## src/rtl/register_read_arbiter.sv

```systemverilog
// Round-robin sequencer serialising NUM_REQ requesters onto one register read port.
// Define READ_TIMEOUT_EN to abort a WAIT after TIMEOUT_CYCLES with an error response.
module register_read_arbiter #(
  parameter int NUM_REQ        = 2,
  parameter int TIMEOUT_CYCLES = 16
) (
  input  logic                 clk,
  input  logic                 reset,
  input  logic [NUM_REQ-1:0]   req,
  input  logic [2*NUM_REQ-1:0] req_addr,
  output logic [NUM_REQ-1:0]   gnt,
  output logic [NUM_REQ-1:0]   rsp_valid,
  output logic [31:0]          rsp_data,
  output logic                 rsp_err,
  output logic                 busy,
  output logic                 rd,
  output logic [1:0]           rd_addr,
  input  logic [31:0]          rd_data,
  input  logic                 rd_done
);

  localparam int IW = (NUM_REQ > 1) ? $clog2(NUM_REQ) : 1;

  typedef enum logic [1:0] {
    IDLE,
    ISSUE,
    WAIT
  } state_t;

  state_t             state;
  state_t             state_n;
  logic [IW-1:0]      idx;
  logic [IW-1:0]      last_gnt;
  logic [IW-1:0]      pick_idx;
  logic [1:0]         pick_addr;
  logic               pick_found;
  logic               take;
  logic               finish_ok;
  logic               finish_tmo;
  logic               tmo_hit;
  logic [NUM_REQ-1:0] sel;

  // Search starts just after the last served requester.
  always_comb begin
    int c;
    c          = 0;
    pick_found = 1'b0;
    pick_idx   = '0;
    pick_addr  = '0;
    for (int p = 0; p < NUM_REQ; p++) begin
      c = int'(last_gnt) + 1 + p;
      if (c >= NUM_REQ) c = c - NUM_REQ;
      if (!pick_found && req[c]) begin
        pick_found = 1'b1;
        pick_idx   = IW'(c);
        pick_addr  = req_addr[2*c +: 2];
      end
    end
  end

`ifdef READ_TIMEOUT_EN
  localparam int CW = $clog2(TIMEOUT_CYCLES + 1);

  logic [CW-1:0] wait_cnt;
  logic          err_q;

  assign tmo_hit = (wait_cnt == CW'(TIMEOUT_CYCLES - 1));
  assign rsp_err = err_q;

  always_ff @(posedge clk) begin
    if (reset) begin
      wait_cnt <= '0;
      err_q    <= 1'b0;
    end else begin
      err_q <= finish_tmo;
      if (state == ISSUE) begin
        wait_cnt <= '0;
      end else if (state == WAIT && !rd_done && !tmo_hit) begin
        wait_cnt <= wait_cnt + 1'b1;
      end
    end
  end
`else
  assign tmo_hit = 1'b0;
  assign rsp_err = 1'b0;
`endif

  always_comb begin
    state_n    = state;
    take       = 1'b0;
    finish_ok  = 1'b0;
    finish_tmo = 1'b0;
    unique case (state)
      IDLE: begin
        if (pick_found) begin
          take    = 1'b1;
          state_n = ISSUE;
        end
      end
      ISSUE: state_n = WAIT;
      WAIT: begin
        // A completion in the timeout cycle still wins.
        if (rd_done) begin
          finish_ok = 1'b1;
          state_n   = IDLE;
        end else if (tmo_hit) begin
          finish_tmo = 1'b1;
          state_n    = IDLE;
        end
      end
      default: state_n = IDLE;
    endcase
  end

  assign sel  = {{(NUM_REQ-1){1'b0}}, 1'b1} << idx;
  assign busy = (state != IDLE);
  assign rd   = (state == ISSUE);
  assign gnt  = busy ? sel : '0;

  always_ff @(posedge clk) begin
    if (reset) begin
      state     <= IDLE;
      idx       <= '0;
      last_gnt  <= IW'(NUM_REQ - 1);
      rd_addr   <= '0;
      rsp_valid <= '0;
      rsp_data  <= '0;
    end else begin
      state     <= state_n;
      rsp_valid <= '0;
      if (take) begin
        idx     <= pick_idx;
        rd_addr <= pick_addr;
      end
      if (finish_ok || finish_tmo) begin
        rsp_valid <= sel;
        rsp_data  <= finish_ok ? rd_data : '0;
        last_gnt  <= idx;
      end
    end
  end

endmodule

```

## config.mk

```make
export PLATFORM = sky130hd
export DESIGN_NAME = register_read_arbiter
export DESIGN_NICKNAME = d
export VERILOG_FILES = /design/src/rtl/register_read_arbiter.sv
export SDC_FILE = /design/constraint.sdc
export NUM_CORES = 1
export LEC_CHECK = 0
export CELL_PAD_IN_SITES_DETAIL_PLACEMENT = 0
export CELL_PAD_IN_SITES_GLOBAL_PLACEMENT = 2
export CORE_ASPECT_RATIO = 1.4
export CORE_UTILIZATION = 19
export CTS_BUF_LIST = sky130_fd_sc_hd__clkbuf_8
export DETAILED_ROUTE_END_ITERATION = 10
export GPL_TIMING_DRIVEN = 0
export PLACE_DENSITY_LB_ADDON = 0.1
export SLEW_MARGIN = 25
export SYNTH_ARGS = -nofsm -noshare
export SYNTH_HDL_FRONTEND = slang
export SYNTH_SLANG_ARGS = --single-unit
```

## constraint.sdc

```tcl
create_clock -name clk -period 1.2 [get_ports clk]
set_input_delay 0.24 -clock clk [delete_from_list [all_inputs] [get_ports clk]]
set_output_delay 0.24 -clock clk [all_outputs]
set_load 0.02 [all_outputs]
```

# Word-level counts from Yosys, hierarchy flattened
# Cells that the tools add are included.
# Widths: inputs -> output; s select.
# totals
ff_bits	40
input_bits	41
out_inout_bits	41
elab_cells	50
# op_classes
add_sub_neg	4
magnitude_cmp	4
n_eq_ne	4
n_shift	3
muxes	22
bitwise_logic	1
n_reduce_logical	6
# op_table
op	n
$lt 32x3->1 const B	2
$mux 32	2
$shiftx 4x32->2	2
$ge 32x3->1 const B	1
$sub 32x3->32 const B	1
$mux 1	14
$mux 2	5
$pmux 2 s3	1
$ne 2x2->1 const B	2
$sub 3x2->4 const B	1
$add 2x1->3 const B	1
$ge 3x2->1 const B	1
$add 1x1->2 const B	1
$eq 2x1->1 const B	1
$eq 2x2->1 const B	1
$logic_not 2->1	1
$reduce_and 2->1	1
$reduce_bool 2->1	1
$reduce_or 2->1	1
$shl 1x1->2 const A	1
$logic_and 1x1->1	1
$logic_not 1->1	1
$not 1->1	1

# Logic depth before layout (Yosys ltp)
# logic_depth
word_depth	12
ltp_mapped	5
ltp_nobuf	3

# Worst setup path before layout
# No wires, ideal clock.
# synth_path
kind	register -> register
from	reg state[1]
to	reg rsp_data[0]
setup_time_ns	0.117
arrival_time_ns	1.058
required_ns	1.083
slack_ns	0.025
stages_incl_launch_ff	6
path_buffers	2
period_less_slack_ns	1.175
cell_sequence	dfxtp_1 -> nand3b_4 -> nor2b_1 -> buf_6 -> buf_6 -> a22o_1
# synth_between
elab_chain_cells	2
# synth_rtl
element	line	source
start: declaration	30	state_t state;
start signal: assignment	129	state <= state_n;
$eq 2x2->1	93	unique case (state)
$mux 1	93	
end signal: assignment	137	rsp_data <= finish_ok ? rd_data : '0;
end: declaration	13	output logic [31:0] rsp_data,
# No other way between the ends.
# A chain may end at the register's enable or synchronous reset.

# Worst setup path in the final report
# layout_path
from	reg state[0]
to	reg rsp_data[9]
# The elaborated chain is that of the path after synthesis.

==> impl_metrics.toml <==
[detailed_routing]
viasPerCell = 4.10
drc = 0
totalWireLength_um = 3980
drt-pass1-iter-count = 2
drt-initial-drc-count = 18
wl_per_cell_um = 13.1
antenna_left = 0
num_vias = 1246

[cts]
cts_max_level = 2
cts-root-buf = "clkbuf_8"
numCtsBuffers = 5
clk_latency_ps = 290
cts.reportedPaths.clkPinSlew_ps = 80
cts_tree = "done"
cts.sinks = 40
cts_buffer_depth = 2

[die]
core_area_sq_um = 6700
rows = 35
pin_count = 82
die_y_um = 101
start_util_pct = 20.0
die_w_um = 72.9
die_area_sq_um = 7380

[critical_path]
worst_setup_path_start_kind = "flip-flop"
crit_fanout = 5
path_class = "flip-flop to flip-flop"
critPathArrivalTime_ps = 1560
crit_path_end_kind = "flip-flop"
cp_data_required_time_ps = 1390

[sta]
skew_ps = 6.77
setup_tns_ps = -3200
setup_viol = 35
rsz0062_at_grt = "yes"
hold_viol = 0
period_needed_ps = 1370
fin_ws_ps = -173
timing.fmax_ghz = 0.728
min_period_over_period_pct = 114
maxSlewViolCount = 0

[synth]
synth-main-ff-cell = "dfxtp_1"
synth_top_area_share_pct = 59.9
synthTopCellsByArea = "dfxtp_1 (60%), a22o_1 (21%), buf_6 (3.4%)"
synth_edf_count = 0
yosys.cell_types.count = 21
synthArstFlopShare_pct = 0
synth_most_common_cell = "dfxtp_1"
synth_seq_cells = 40
synth_seq_area_share_pct = 59.9
yosys.area.top_type = "dfxtp_1"
synthCells = 112
syn_area_sq_um = 1340
syn_nets = 153
ys.warnings.count = 0
avgSynthCellArea_sq_um = 11.9
yosys-top-cells-count = "dfxtp_1 (40), a22o_1 (32), nor2_1 (6)"

[pwr]
power_density_nw_per_um2 = 1240
power_mw = 3.06
vdd_drop_max_uv = 711
p_leak_nw = 1.09

[place]
gp_congestion = 0.652
portBuffers = 79
dp.cells = 283
place_area_sq_um = 2240
dp_hpwl_um = 2710

[finish]
fin_area_sq_um = 2470
synthToLayoutAreaGrowth_pct = 84.5
diodes = 0
final_cells = 304
drive_gt1_share_pct = 37.7
final_nets = 252

[flow_run]
cap_violations = 0

[global_route]
gr-total-overflow = 0
grt_pass1_vias = 1281
grt_max_degree = 14
antenna_found_initial = 0
grt_pass1_wl_um = 6330
grt_use_total_pct = 11.5

[worst_hold_path]
hold_class = "input pin to flip-flop"

[run_status]
violations = "setup timing"
status = "finished with violations"
==> stage by stage <==
| stage | worst slack [ps] | hold WS [ps] | utilization (%) |
|---|---|---|---|
| floorplan | 25.4 | 365 | - |
| CTS | -178 | 262 | 38.8 |
| detailed placement | -552 | 457 | 33.5 |
| finish | -173 | 266 | 36.8 |
| global route | -202 | 277 | 36.8 |
| global placement | -471 | 457 | 33.5 |
==> placed cells by master, fill, tap and decap left out, drive strengths merged <==
cell type      Yosys  layout
nor2b              3       3
a22o              32      32
nor3b              1       1
a21boi             1       1
or2                1       1
nand2              1       1
clkdlybuf4s15      0       4
and2               1       1
clkdlybuf4s50      0      37
clkinvlp           0       1
nor3               2       2
a21oi              4       4
conb               1       1
a32oi              2       2
clkbuf             0      34
nand2b             1       1
a21o               1       1
clkinv             0       1
nand3b             1       1
dlygate4sd2        0       3
nor2               6       6
a211oi             2       2
dfxtp             40      40
bufinv             0       1
inv                3       3
buf                9      28
==> final cells by class <==
class	instances	area (sq um)
inverter	3	11.3
clock inverter	3	42.5
sequential	40	810
fill	711	4230
multi-input combinational	60	497
buffer	8	91.3
clock buffer	5	68.8
timing repair buffer	93	832
tap	92	115
==> layer usage <==
layer,routed length [um],GRT usage [%],vias up
met5,0,0,-
met4,68,4.98,0
met3,237,2.99,5
met2,2050,21.0,52
met1,1620,12.2,580
li1,-,-,609
==> path summary, 6_finish.rpt <==
check | from | slack [ps] | to | cells after the start
min reg2reg | idx$_SDFFE_PP0P_ | 470 | rsp_valid[0]$_SDFF_PP0_ | 1
max | state[0]$_SDFFE_PP0P_ | -170 | rsp_data[9]$_SDFFE_PP0P_ | 6
max reg2reg | state[0]$_SDFFE_PP0P_ | -170 | rsp_data[9]$_SDFFE_PP0P_ | 6
min | reset | 270 | state[1]$_SDFFE_PP0P_ | 2
==> worst max-delay path: stages, from the launching register on <==
cell      delay (ps)
dfxtp_4          370
nand3b_4         160
nor2b_4          140
buf_12           140
buf_12           120
buf_16           120
a22o_1           220
==> registers in the layout (all words and copies together) (netlist names) <==
signal     count
rsp_data      32
state          2
idx            1
rd_addr        2
last_gnt       1
rsp_valid      2
==> power breakdown <==
| group | leakage (nW) | internal, mW | switching (mW) |
|---|---|---|---|
| Combinational | 0.706 | 0.331 | 0.225 |
| Clock | 0.0541 | 0.616 | 0.482 |
| Sequential | 0.326 | 1.37 | 0.0333 |
| Total | 1.09 | 2.32 | 0.740 |
==> kinds of logic after synthesis <==
kind of cell | synth area share, %
AOI/OAI and AO/OA | 26.0
DFF | 59.9
other | 0.280
buffers and inverters | 6.27
and+or+nand+nor | 7.58
==> what timing repair did <==
item / 4_1_cts / 5_1_grt
hold buffers: 0 / 0
resized for setup: 123 / 41
pin swaps: 32 / 6
setup buffers: 7 / 5
setup endpoints to repair: 72 / 72
gates cloned: 3 / 0
Power figures use the tool's default switching activity.
